===== src/rtl/map_pkg.sv =====
// map_pkg: map geometry, cell encodings and the {y, x} address helper shared by map RAM users.
package map_pkg;

    localparam int MAP_W   = 64;
    localparam int MAP_H   = 44;
    localparam int COORD_W = 6;
    localparam int ADDR_W  = 2 * COORD_W;

    localparam logic CELL_EMPTY = 1'b0;
    localparam logic CELL_WALL  = 1'b1;

    typedef logic [ADDR_W-1:0] map_addr_t;

    function automatic map_addr_t map_addr(input logic [COORD_W-1:0] x, input logic [COORD_W-1:0] y);
        return {y, x};
    endfunction

endpackage


===== src/rtl/rr_arbiter.sv =====
// rr_arbiter: one grant per enabled cycle, searching from the slot after the last winner.
module rr_arbiter #(
    parameter int N = 3,
    localparam int IW = (N > 1) ? $clog2(N) : 1
) (
    input  logic          clk,
    input  logic          rst_n,
    input  logic [N-1:0]  i_elig,
    input  logic          i_en,
    output logic [N-1:0]  o_gnt,
    output logic [IW-1:0] o_gnt_idx
);

    logic [IW-1:0] ptr;
    logic [IW-1:0] cand;
    logic          found;

    always_comb begin
        o_gnt_idx = '0;
        cand      = '0;
        found     = 1'b0;
        for (int k = 1; k <= N; k++) begin
            cand = IW'((int'(ptr) + k) % N);
            if (!found && i_elig[cand]) begin
                found     = 1'b1;
                o_gnt_idx = cand;
            end
        end
        o_gnt = (found && i_en) ? ({{(N-1){1'b0}}, 1'b1} << o_gnt_idx) : '0;
    end

    // Pointer starts at N-1 so requester 0 is the first winner after reset.
    always_ff @(posedge clk or negedge rst_n)
        if (!rst_n)
            ptr <= IW'(N - 1);
        else if (|o_gnt)
            ptr <= o_gnt_idx;

endmodule


===== src/rtl/map_access_arbiter.sv =====
// map_access_arbiter: VGA owns the map RAM during active display; game requesters share it
// round-robin during blanking, one transaction per cycle.
module map_access_arbiter
    import map_pkg::map_addr_t;
    import map_pkg::map_addr;
    import map_pkg::CELL_WALL;
#(
    parameter int N_REQ  = 3,
    parameter int MAP_W  = 64,
    parameter int MAP_H  = 44,
    parameter int DATA_W = 1
) (
    input  logic                    clk,
    input  logic                    rst_n,
    input  logic                    i_vga_busy,
    input  logic [5:0]              i_vga_x,
    input  logic [5:0]              i_vga_y,
    output logic [DATA_W-1:0]       o_vga_cell,
    input  logic [N_REQ-1:0]        i_req,
    input  logic [N_REQ-1:0]        i_we,
    input  logic [N_REQ*6-1:0]      i_x,
    input  logic [N_REQ*6-1:0]      i_y,
    input  logic [N_REQ*DATA_W-1:0] i_wdata,
    output logic [N_REQ-1:0]        o_ack,
    output logic [DATA_W-1:0]       o_rdata,
    output logic                    o_vblank_start,
    output logic [11:0]             o_ram_addr,
    output logic                    o_ram_we,
    output logic [DATA_W-1:0]       o_ram_wdata,
    input  logic [DATA_W-1:0]       i_ram_rdata
);

    localparam int IW = (N_REQ > 1) ? $clog2(N_REQ) : 1;
    localparam logic [DATA_W-1:0] WALL = {DATA_W{CELL_WALL}};

    logic [N_REQ-1:0]  elig;
    logic [N_REQ-1:0]  gnt;
    logic [IW-1:0]     gnt_idx;
    logic [5:0]        gx;
    logic [5:0]        gy;
    logic              g_we;
    logic [DATA_W-1:0] g_wdata;
    logic              g_oor;
    logic              vga_oor;
    map_addr_t         ram_addr;
    logic              ram_we;
    logic [DATA_W-1:0] ram_wdata;
    logic              busy_q;
    logic              pend_oor_q;
    logic              vga_pend_q;
    logic              vga_oor_q;
    logic [DATA_W-1:0] rdata_q;

    // A requester in its ack cycle sits out so it can present its next transaction.
    assign elig = i_req & ~o_ack;

    rr_arbiter #(.N(N_REQ)) u_rr (
        .clk       (clk),
        .rst_n     (rst_n),
        .i_elig    (elig),
        .i_en      (!i_vga_busy),
        .o_gnt     (gnt),
        .o_gnt_idx (gnt_idx)
    );

    assign gx      = i_x[int'(gnt_idx)*6 +: 6];
    assign gy      = i_y[int'(gnt_idx)*6 +: 6];
    assign g_we    = i_we[gnt_idx];
    assign g_wdata = i_wdata[int'(gnt_idx)*DATA_W +: DATA_W];
    assign g_oor   = (int'(gx) >= MAP_W) || (int'(gy) >= MAP_H);
    assign vga_oor = (int'(i_vga_x) >= MAP_W) || (int'(i_vga_y) >= MAP_H);

    always_comb begin
        ram_addr  = '0;
        ram_we    = 1'b0;
        ram_wdata = '0;
        if (i_vga_busy)
            ram_addr = map_addr(i_vga_x, i_vga_y);
        else if (|gnt && !g_oor) begin
            ram_addr  = map_addr(gx, gy);
            ram_we    = g_we;
            ram_wdata = g_wdata;
        end
    end

    // The RAM port is combinational from the grant, so it is forced idle while reset is held.
    assign o_ram_addr  = rst_n ? ram_addr : '0;
    assign o_ram_we    = rst_n && ram_we;
    assign o_ram_wdata = rst_n ? ram_wdata : '0;

    assign o_rdata = (|o_ack) ? (pend_oor_q ? WALL : i_ram_rdata) : rdata_q;

    always_ff @(posedge clk or negedge rst_n)
        if (!rst_n) begin
            busy_q         <= 1'b0;
            o_vblank_start <= 1'b0;
            o_ack          <= '0;
            pend_oor_q     <= 1'b0;
            rdata_q        <= '0;
            vga_pend_q     <= 1'b0;
            vga_oor_q      <= 1'b0;
            o_vga_cell     <= '0;
        end else begin
            busy_q         <= i_vga_busy;
            o_vblank_start <= busy_q && !i_vga_busy;
            o_ack          <= gnt;
            pend_oor_q     <= g_oor;
            if (|o_ack)
                rdata_q <= o_rdata;
            vga_pend_q     <= i_vga_busy;
            vga_oor_q      <= vga_oor;
            if (vga_pend_q)
                o_vga_cell <= vga_oor_q ? WALL : i_ram_rdata;
        end

endmodule


===== config.mk =====
export PLATFORM = sky130hd
export DESIGN_NAME = map_access_arbiter
export DESIGN_NICKNAME = d
export VERILOG_FILES = /design/src/rtl/map_pkg.sv /design/src/rtl/rr_arbiter.sv /design/src/rtl/map_access_arbiter.sv
export SDC_FILE = /design/constraint.sdc
export NUM_CORES = 1
export LEC_CHECK = 0
export ABC_AREA = 1
export CORE_MARGIN = 2
export CORE_UTILIZATION = 36
export DETAILED_ROUTE_END_ITERATION = 10
export PLACE_DENSITY = 0.8
export SLEW_MARGIN = 20
export SYNTH_ARGS = -nofsm -noshare
export SYNTH_HDL_FRONTEND = slang
export SYNTH_SLANG_ARGS = --single-unit

===== constraint.sdc =====
create_clock -name clk -period 4.7 [get_ports clk]
set_clock_uncertainty 0.2 [all_clocks]
set_input_delay 1.41 -clock clk [delete_from_list [all_inputs] [get_ports clk]]
set_output_delay 1.41 -clock clk [all_outputs]
set_load 0.05 [all_outputs]

==> results.json <==
{
  "status": "finished, violations left",
  "violations": "negative setup slack",
  "synth_mux_area_share_pct": 0,
  "synth_compound_area_share_pct": 22.1,
  "holdCritPathClass": "register to register",
  "core-area_mm2": 0.00331,
  "stdcell_area_mm2": 0.00297,
  "synth_area_mm2": 0.00124,
  "worst-path-max-fanout": 5,
  "cts_buffer_depth": 2,
  "drive_above_1_share_pct": 37.9,
  "ys_warn_count": 0,
  "fmax_mhz": 205,
  "cp.required_ns": 3.09,
  "synth_edf_count": 0,
  "die_y_um": 62.7,
  "first_global_vias": 1926,
  "syn2layout_area_growth_pct": 139,
  "nets": 382,
  "cts_hold_buf": 0,
  "hpwl_um": 3640,
  "crit_path_start": "i_req[2]",
  "synthAdderAreaFrac_pct": 3.03,
  "p_per_area_mw_per_mm2": 872,
  "clock_sinks": 11,
  "synth_simple_gate_area_share_pct": 41.0,
  "synth_fp_nets": 272,
  "hold_start": "o_vga_cell$_DFFE_PN0P_",
  "antenna_found_initial": 0,
  "rrSetupSlack_ns": 1.64,
  "final_max_slew_viol_count": 0,
  "cts_tree": "yes",
  "synthXorXnorAreaFrac_pct": 0,
  "placed_cells": 346,
  "slew_headroom_pct": 66.7,
  "cts_root_buffer": "clkbuf_4",
  "viasPerCell": 5.37,
  "ant_nets": 0,
  "place_area_mm2": 0.00247,
  "gr-total-overflow": 0,
  "path_class": "input pin to output port",
  "critPathLaunchType": "input pin",
  "r2r_end": "pend_oor_q$_DFF_PN0_",
  "post_drt_wl_per_cell_um": 16.4,
  "synth.top_cell.area_share_pct": 20.2,
  "synth_top_family_by_area": "simple AND/OR/NAND/NOR gates",
  "grt_usage_pct": 27.1,
  "cts_made_buffers": 3,
  "final_cells": 363,
  "start_util_pct": 37.4,
  "cts_max_level": 1,
  "worstRegToRegCells": 18,
  "power_mw": 2.59,
  "num_vias": 1949,
  "die_area_mm2": 0.00393,
  "synth.avg_cell_area_um2": 5.96,
  "first_pass_iters": 4,
  "cap_violations": 0,
  "synth_ff_type": "dfrtp_1",
  "fin_hold_ws_ns": 0.290,
  "seq_area_frac_synth_pct": 22.3,
  "drc_errors": 0,
  "grt_pass1_wl_um": 8530,
  "min_path_cells": 2,
  "io_buffers": 80,
  "antennaDiodeCount": 0,
  "hold_viol": 0,
  "tightestPinTransition_ns": 0.498,
  "die_w_um": 62.7,
  "clk_pin_slew_worst_paths_ns": 0.06,
  "yosys-top-cells-area": "dfrtp_1 (20%), nand2_1 (16%), nand3_1 (11%)",
  "rsz0062_at_grt": "yes",
  "io_pins": 81,
  "timing.rr.start": "u_rr.ptr[0]$_DFFE_PN0N_",
  "hold_end": "o_vga_cell$_DFFE_PN0P_",
  "fin_crit_ns": 4.89,
  "clock_latency_ns": 0.29,
  "rows": 21,
  "worstPathArrival_ns": 3.28,
  "dr.first_iter.drc_count": 117,
  "cp-end-kind": "output port",
  "finalCritPeriodShare_pct": 104,
  "synth_top_area_cell": "dfrtp_1",
  "gp_congestion": 0.817,
  "finalSetupViolations": 14,
  "async_reset_ff_share_pct": 100,
  "synth-seq-cells": 11,
  "ir_drop_mv": 0.568,
  "wirelength_um": 5970,
  "p_leak_nw": 1.21,
  "fin_ws_ns": -0.189,
  "grt_max_degree": 15,
  "ys_types": 28,
  "netlist_instances": 208
}
[critical path, stage by stage]
cell and delay (ns):
buf_6 0.08, inv_2 0.03, nor2_4 0.15, nand2_2 0.10
a31oi_4 0.29, buf_6 0.15, nand2_4 0.07, nand2_1 0.08
nand3_1 0.10, nand2_2 0.12, nand2_4 0.11, a21boi_2 0.20
nand2_1 0.11, nor2_4 0.12, buf_12 0.15
[Yosys cell counts (2+ instances only)]
cell type / number
buf_2: 3
nand4_1: 5
nand2_1: 53
o21ai_1: 5
inv_2: 3
inv_1: 23
ha_1: 3
o21ai_0: 18
clkbuf_1: 3
a21oi_1: 16
o22ai_1: 2
nor2_1: 21
nand2_2: 3
nand3_1: 27
dfrtp_1: 10
[registers in the layout (all words and copies together), names as in the netlist]
signal / flops
vga_pend_q: 1
o_vblank_start: 1
pend_oor_q: 1
rdata_q: 1
o_ack: 3
u_rr.ptr: 2
o_vga_cell: 1
vga_oor_q: 1
[stage by stage]
stage	util, %	TNS [ns]	setup slack (ns)
2_1_floorplan	-	-0.0872	-0.0872
3_3_place_gp	74.8	-9.10	-0.693
3_5_place_dp	74.8	-9.80	-0.727
4_1_cts	83.0	-1.38	-0.153
5_1_grt	89.6	-4.27	-0.350
6_report	89.6	-2.00	-0.189
[kinds of logic after synthesis]
kind of cell,Yosys count
flops,11
simple gates,114
buf+inv,34
fa+ha+maj,3
compound gates,46
[metal layers]
| layer | track usage, % | part of all wire, % |
|---|---|---|
| met3 | 5.41 | 6.0 |
| met5 | 0 | 0 |
| met4 | 12.8 | 4.0 |
| met2 | 50.1 | 53 |
| met1 | 29.5 | 37 |
[worst max-delay path by stage]
stage	endpoint	depth (start not counted)	slack [ns]
after detailed placement	o_ram_addr[11]	18	-0.73
after floorplan	o_ram_addr[10]	15	-0.09
after global placement	o_ram_addr[11]	18	-0.69
final	o_ram_wdata	15	-0.19
after global routing	o_ram_addr[3]	13	-0.35
after CTS	o_ram_addr[10]	15	-0.15
[timing repair]
action / CTS / global route
setup buffers: 6 / 6
pin swaps: 25 / 21
endpoints found under the setup margin: 14 / 14
gates resized for setup: 59 / 36
cloned: 2 / 0
[where the power goes]
group	internal (mW)	total (mW)	leakage, nW	switching, mW
clock network	0.0332	0.0696	0.0150	0.0364
logic	0.972	2.38	1.06	1.41
registers	0.125	0.139	0.135	0.0141
total	1.13	2.59	1.21	1.46
[cell usage in the layout, fill, tap and decap left out]
cell type,instances
clkdlybuf4s50_1,62
nand2_1,38
buf_4,23
inv_1,22
nor2_1,17
buf_12,16
o21ai_0,15
a21oi_4,13
nand3_1,11
nand2_2,10
buf_6,10
dfrtp_1,10
nand3_2,9
nand2_4,9
nand3_4,8
o21ai_1,6
nor2_4,5
nand4_1,5
inv_2,3
a21oi_1,3
ha_1,3
clkbuf_4,3
a31oi_4,2
o21ai_2,2
nand2_8,2
o22ai_1,2
a41oi_1,1
nand4_4,1
nor3_1,1
inv_4,1
a21oi_2,1
a21boi_2,1
clkbuf_1,1
dfstp_2,1
[layout make-up]
cell class                      count  area [um2]
Multi-Input combinational cell    165        1280
Clock buffer                        4        26.3
Sequential cell                    11         277
Fill cell                         153         344
Inverter                           26         100
Tap cell                           46        57.6
Timing Repair Buffer              111        1230
No activity file was read; power rests on OpenSTA's default activity.
==> patch 1, RTL diff (config.mk and constraints unchanged) <==
Set the parameter `N_REQ` to 6 (it was 3).
--- a/src/rtl/map_access_arbiter.sv
+++ b/src/rtl/map_access_arbiter.sv
@@ -5,7 +5,7 @@
     import map_pkg::map_addr;
     import map_pkg::CELL_WALL;
 #(
-    parameter int N_REQ  = 3,
+    parameter int N_REQ  = 6,
     parameter int MAP_W  = 64,
     parameter int MAP_H  = 44,
     parameter int DATA_W = 1
Interface: changed (6 resized); port bits go from 81 to 129. The function was not compared with the original's and may differ.
==> patch 1 against the unedited design <==
The flow still finishes with violations (negative setup slack); worst setup slack got worse by 0.75 ns; final cell count rose by 120%; count of clock-buffer cells in the layout did not move; routed wire length rose by 110%; sequential cell count rose by 4; global-route usage rose by 1.4 points; worst hold slack improved by 0.033 ns; synthesized area rose by 110%; design area rose by 91%.
Power is not shown: default switching activity piles up to over one toggle a cycle in this logic, so the estimate is an artifact.
==> patch 1: results (changes against the unedited design) <==
| Metric | Value |
|---|---|
| Layout cells sized above 1 | 40.3% (was 37.9%) |
| Layout Cells excl Fill | 804 (was 363) |
| Met1 usage | 29.6% (was 29.5%) |
| Crit path setup slack, layout | -0.940 ns (was -0.189 ns) |
| Routed wl met2 | 6910 µm (was 3150 µm) |
| Post-Place Setup Slack | -1.25 ns (was -0.727 ns) |
| Via count | 4240 (was 1949) |
| Failing checks | negative setup slack (unchanged) |
| Global routing usage on met3 | 3.64% (was 5.41%) |
| Antenna violations before repair | 0 (unchanged) |
| # setup viols final | 14 (unchanged) |
| CP max stage cell | dfstp_2 (was a31oi_4) |
| GPL Wtd Cong | 0.913 (was 0.817) |
| Top cells by area in the synthesized netlist | nand2_1, dfrtp_1, nand3_1, nor2_1, inv_1 (was dfrtp_1, nand2_1, nand3_1, o21ai_0, inv_1) |
| Critical path peak fanout | 6 (was 5) |
| Largest regs | o_ack: 6 flops, u_rr.ptr: 3 flops (was o_ack: 3 flops, u_rr.ptr: 2 flops) |
| Critical Path Max Stage Delay | 0.57 ns (was 0.29 ns) |
| Status | finished with violations (unchanged) |
| GR Util All Layers | 28.6% (was 27.1%) |
| Synthesized Nets | 592 (was 272) |
| Drt pass-1 iters | 5 (was 4) |
| Dpl cell area | 0.00477 mm² (was 0.00247 mm²) |
| CTS root buf | clkbuf_8 (was clkbuf_4) |
| First-pass GRT wire length | 17700 µm (was 8530 µm) |
| Placed Instances | 761 (was 346) |
| Dpl hpwl | 8540 µm (was 3640 µm) |
| Unique masters post-synth | 31 (was 28) |
| 1st-iter DRT viols | 235 (was 117) |
| Slew headroom | 64.6% (was 66.7%) |
| Cts bufs inserted | 3 (unchanged) |
| Wire length on met3 | 897 µm (was 360 µm) |
| I/O Buffers | 128 (was 80) |
| Worst skew pair latency | 0.25 ns (was 0.29 ns) |
| Largest net degree at the start of global routing | 17 (was 15) |
| Number of global-route vias before repair | 4097 (was 1926) |
| Setup TNS | -12.47 ns (was -2.00 ns) |
| Syn Area/Cell | 5.39 µm² (was 5.96 µm²) |
| Post-synth top cells | nand2_1, nand3_1, nor2_1 (was nand2_1, nand3_1, inv_1) |
## patch 1: logic make-up (layout without fill, tap and decap cells)
logic type | Yosys count | count (layout) | share of synthesized area (%)
buffers and inverters | 73 | 302 | 12.6
AOI/OAI and AO/OA | 61 | 61 | 12.9
adders and majority gates | 10 | 10 | 4.88
DFF | 15 | 15 | 14.7
and+or+nand+nor | 316 | 319 | 54.5
xor gates and xnor gates | 1 | 1 | 0.342
## patch 1: cell type report
type | count | area (µm²)
flip-flops and latches | 15 | 379
fillers | 389 | 1160
inverters | 55 | 229
clock buffers | 4 | 45.0
repair buffers | 243 | 2370
well taps | 96 | 120
multi-input cells | 391 | 2530
## patch 1: worst paths after layout
kind                                          from                      end  slack, ns  depth (start not counted)
min in group asynchronous                    rst_n   o_vga_cell$_DFFE_PN0P_       1.33                          2
min                         o_vga_cell$_DFFE_PN0P_   o_vga_cell$_DFFE_PN0P_       0.32                          2
max reg2reg                u_rr.ptr[2]$_DFFE_PN1N_     pend_oor_q$_DFF_PN0_       0.89                         27
max in group asynchronous                    rst_n  u_rr.ptr[0]$_DFFE_PN1N_       2.72                          2
max                        u_rr.ptr[2]$_DFFE_PN1N_            o_ram_addr[5]      -0.94                         27
min reg2reg                 o_vga_cell$_DFFE_PN0P_   o_vga_cell$_DFFE_PN0P_       0.32                          2
## patch 1: repair_timing
action | CTS | global route
setup buffers | 23 | 14
gates cloned | 3 | 0
endpoints found under the setup margin | 14 | 14
pin swaps | 50 | 65
gates resized for setup | 77 | 89
## patch 1: tightest hold or removal path, stage by stage (launching register included)
cell     delay, ns
dfrtp_1       0.36
nand2_1       0.06
nand2_1       0.07
==> patch 2, RTL diff (same flow settings) <==
Made on the original files. Reset style: synchronous (`rst_n`), changed in 2 clocked blocks.
--- a/src/rtl/rr_arbiter.sv
+++ b/src/rtl/rr_arbiter.sv
@@ -30,7 +30,7 @@
     end
 
     // Pointer starts at N-1 so requester 0 is the first winner after reset.
-    always_ff @(posedge clk or negedge rst_n)
+    always_ff @(posedge clk)
         if (!rst_n)
             ptr <= IW'(N - 1);
         else if (|o_gnt)
--- a/src/rtl/map_access_arbiter.sv
+++ b/src/rtl/map_access_arbiter.sv
@@ -90,7 +90,7 @@
 
     assign o_rdata = (|o_ack) ? (pend_oor_q ? WALL : i_ram_rdata) : rdata_q;
 
-    always_ff @(posedge clk or negedge rst_n)
+    always_ff @(posedge clk)
         if (!rst_n) begin
             busy_q         <= 1'b0;
             o_vblank_start <= 1'b0;
Function: differs if rst_n is asserted again (counterexample within 4 cycles, from zero or initial values and one cycle with rst_n low); with rst_n held inactive, the same outputs for 10 cycles.
==> patch 2 against the unedited design <==
The run still ends with negative setup slack left; routed wire length decreased by 3.4%; worst setup slack got worse by 0.0060 ns; synthesized cell count grew 16%; total power fell by 7.2%; register-to-register slack lost 1.5 ns; synthesized area grew 11%; fmax shrank 0.12%; worst hold slack worse by 0.032 ns; design area fell by 0.80%; sequential cell count did not move; critical endpoint is now o_ack[0]$_SDFF_PN0_; largest cell class is now non-clock buffers.
==> patch 2: results (changes against the unedited design) <==
| Metric | Value |
|---|---|
| Synthesized Nets | 306 (was 272) |
| WL met1 | 2140 µm (was 2220 µm) |
| Failing checks | negative setup slack (unchanged) |
| Critical path peak fanout | 7 (was 5) |
| #MultiIn Comb | 188 (was 165) |
| Fraction of area in multi-input gates | 39.6% (was 43.1%) |
| Largest net degree at the start of global routing | 15 (unchanged) |
| Deepest clock path buffer count | 2 (unchanged) |
| GPL Wtd Cong | 0.886 (was 0.817) |
| Routed wl met2 | 3070 µm (was 3150 µm) |
| First-pass GRT wire length | 8800 µm (was 8530 µm) |
| Top cells by area in the synthesized netlist | nand2_1, dfxtp_1, inv_1, nand3_1, nand4_1 (was dfrtp_1, nand2_1, nand3_1, o21ai_0, inv_1) |
| Clock share of power | 3.9% (was 2.7%) |
| GR Util All Layers | 25.9% (was 27.1%) |
| Async set or reset register ratio after synthesis | 0% (was 100%) |
| Post-synthesis sequential area ratio | 16.0% (was 22.3%) |
| Met1 usage | 26.2% (was 29.5%) |
| Top class by area | non-clock buffers (was multi-input gates) |
| 1st-iter DRT viols | 128 (was 117) |
| Post-synth top cells | nand2_1, inv_1, nand3_1 (was nand2_1, nand3_1, inv_1) |
| Post-Synth XOR/XNOR Area | 0% (unchanged) |
| CP max stage cell | nand2_4 (was a31oi_4) |
| Number of clock sinks | 11 (unchanged) |
| Synthesized netlist cell count | 242 (was 208) |
| Dpl hpwl | 3890 µm (was 3640 µm) |
| Post-Place Setup Slack | -0.565 ns (was -0.727 ns) |
| Layout cells sized above 1 | 35.6% (was 37.9%) |
| Unique masters post-synth | 29 (was 28) |
| Post-synth top flop | dfxtp_1 (was dfrtp_1) |
| Compound-gate portion of the synthesized area | 11.4% (was 22.1%) |
| Signal buffers | 124 (was 111) |
| Worst skew pair latency | 0.23 ns (was 0.29 ns) |
| Via count | 2101 (was 1949) |
| Setup TNS | -1.61 ns (was -2.00 ns) |
| NonClk Buf Share | 44.8% (was 41.3%) |
| Seq area share | 7.48% (was 9.32%) |
| Wire length on met3 | 440 µm (was 360 µm) |
| DR vias/cell | 5.12 (was 5.37) |
| Status | finished with violations (unchanged) |
| Crit path DAT | 4.87 ns (was 3.28 ns) |
| # nets final | 427 (was 382) |
| Placed Instances | 381 (was 346) |
| CTS root buf | clkbuf_8 (was clkbuf_4) |
| Least-Margin Pin Slew | 0.492 ns (was 0.498 ns) |
| Global routing usage on met3 | 6.81% (was 5.41%) |
| Leak pwr | 0.00138 µW (was 0.00121 µW) |
| Number of global-route vias before repair | 2045 (was 1926) |
| WL/cell | 14.1 µm (was 16.4 µm) |
| # setup viols final | 15 (was 14) |
| Net Switching | 1250 µW (was 1460 µW) |
| Synth Area in Adders | 2.72% (was 3.03%) |
| ClkCell Share | 1.53% (was 0.886%) |
| Inverters, non-clock | 35 (was 26) |
| Crit path setup slack, layout | -0.195 ns (was -0.189 ns) |
| Dpl cell area | 0.00251 mm² (was 0.00247 mm²) |
patch 2: cell count changes after synthesis, sizes merged, moves of 8 or more:
| cell | change |
|---|---|
| nand2 | +30 |
| o21ai | -15 |
| nand4 | +13 |
| dfxtp | +11 |
| dfrtp | -10 |
| inv | +8 |
patch 2: timing repair:
action | CTS | global route
pin swaps | 29 | 20
setup endpoints to repair | 14 | 15
gates resized for setup | 52 | 20
setup buffers | 20 | 4
gates cloned | 1 | 0
patch 2: final timing paths:
check / slack (ns) / depth (start not counted) / endpoint / from
worst max-delay path: -0.20 / 31 / o_ack[0]$_SDFF_PN0_ / i_req[2]
worst min-delay path: 0.26 / 2 / o_vblank_start$_SDFF_PN0_ / vga_pend_q$_SDFF_PN0_
worst max register to register: 0.12 / 30 / o_ack[0]$_SDFF_PN0_ / u_rr.ptr[0]$_SDFFE_PN0N_
worst min register to register: 0.26 / 2 / o_vblank_start$_SDFF_PN0_ / vga_pend_q$_SDFF_PN0_
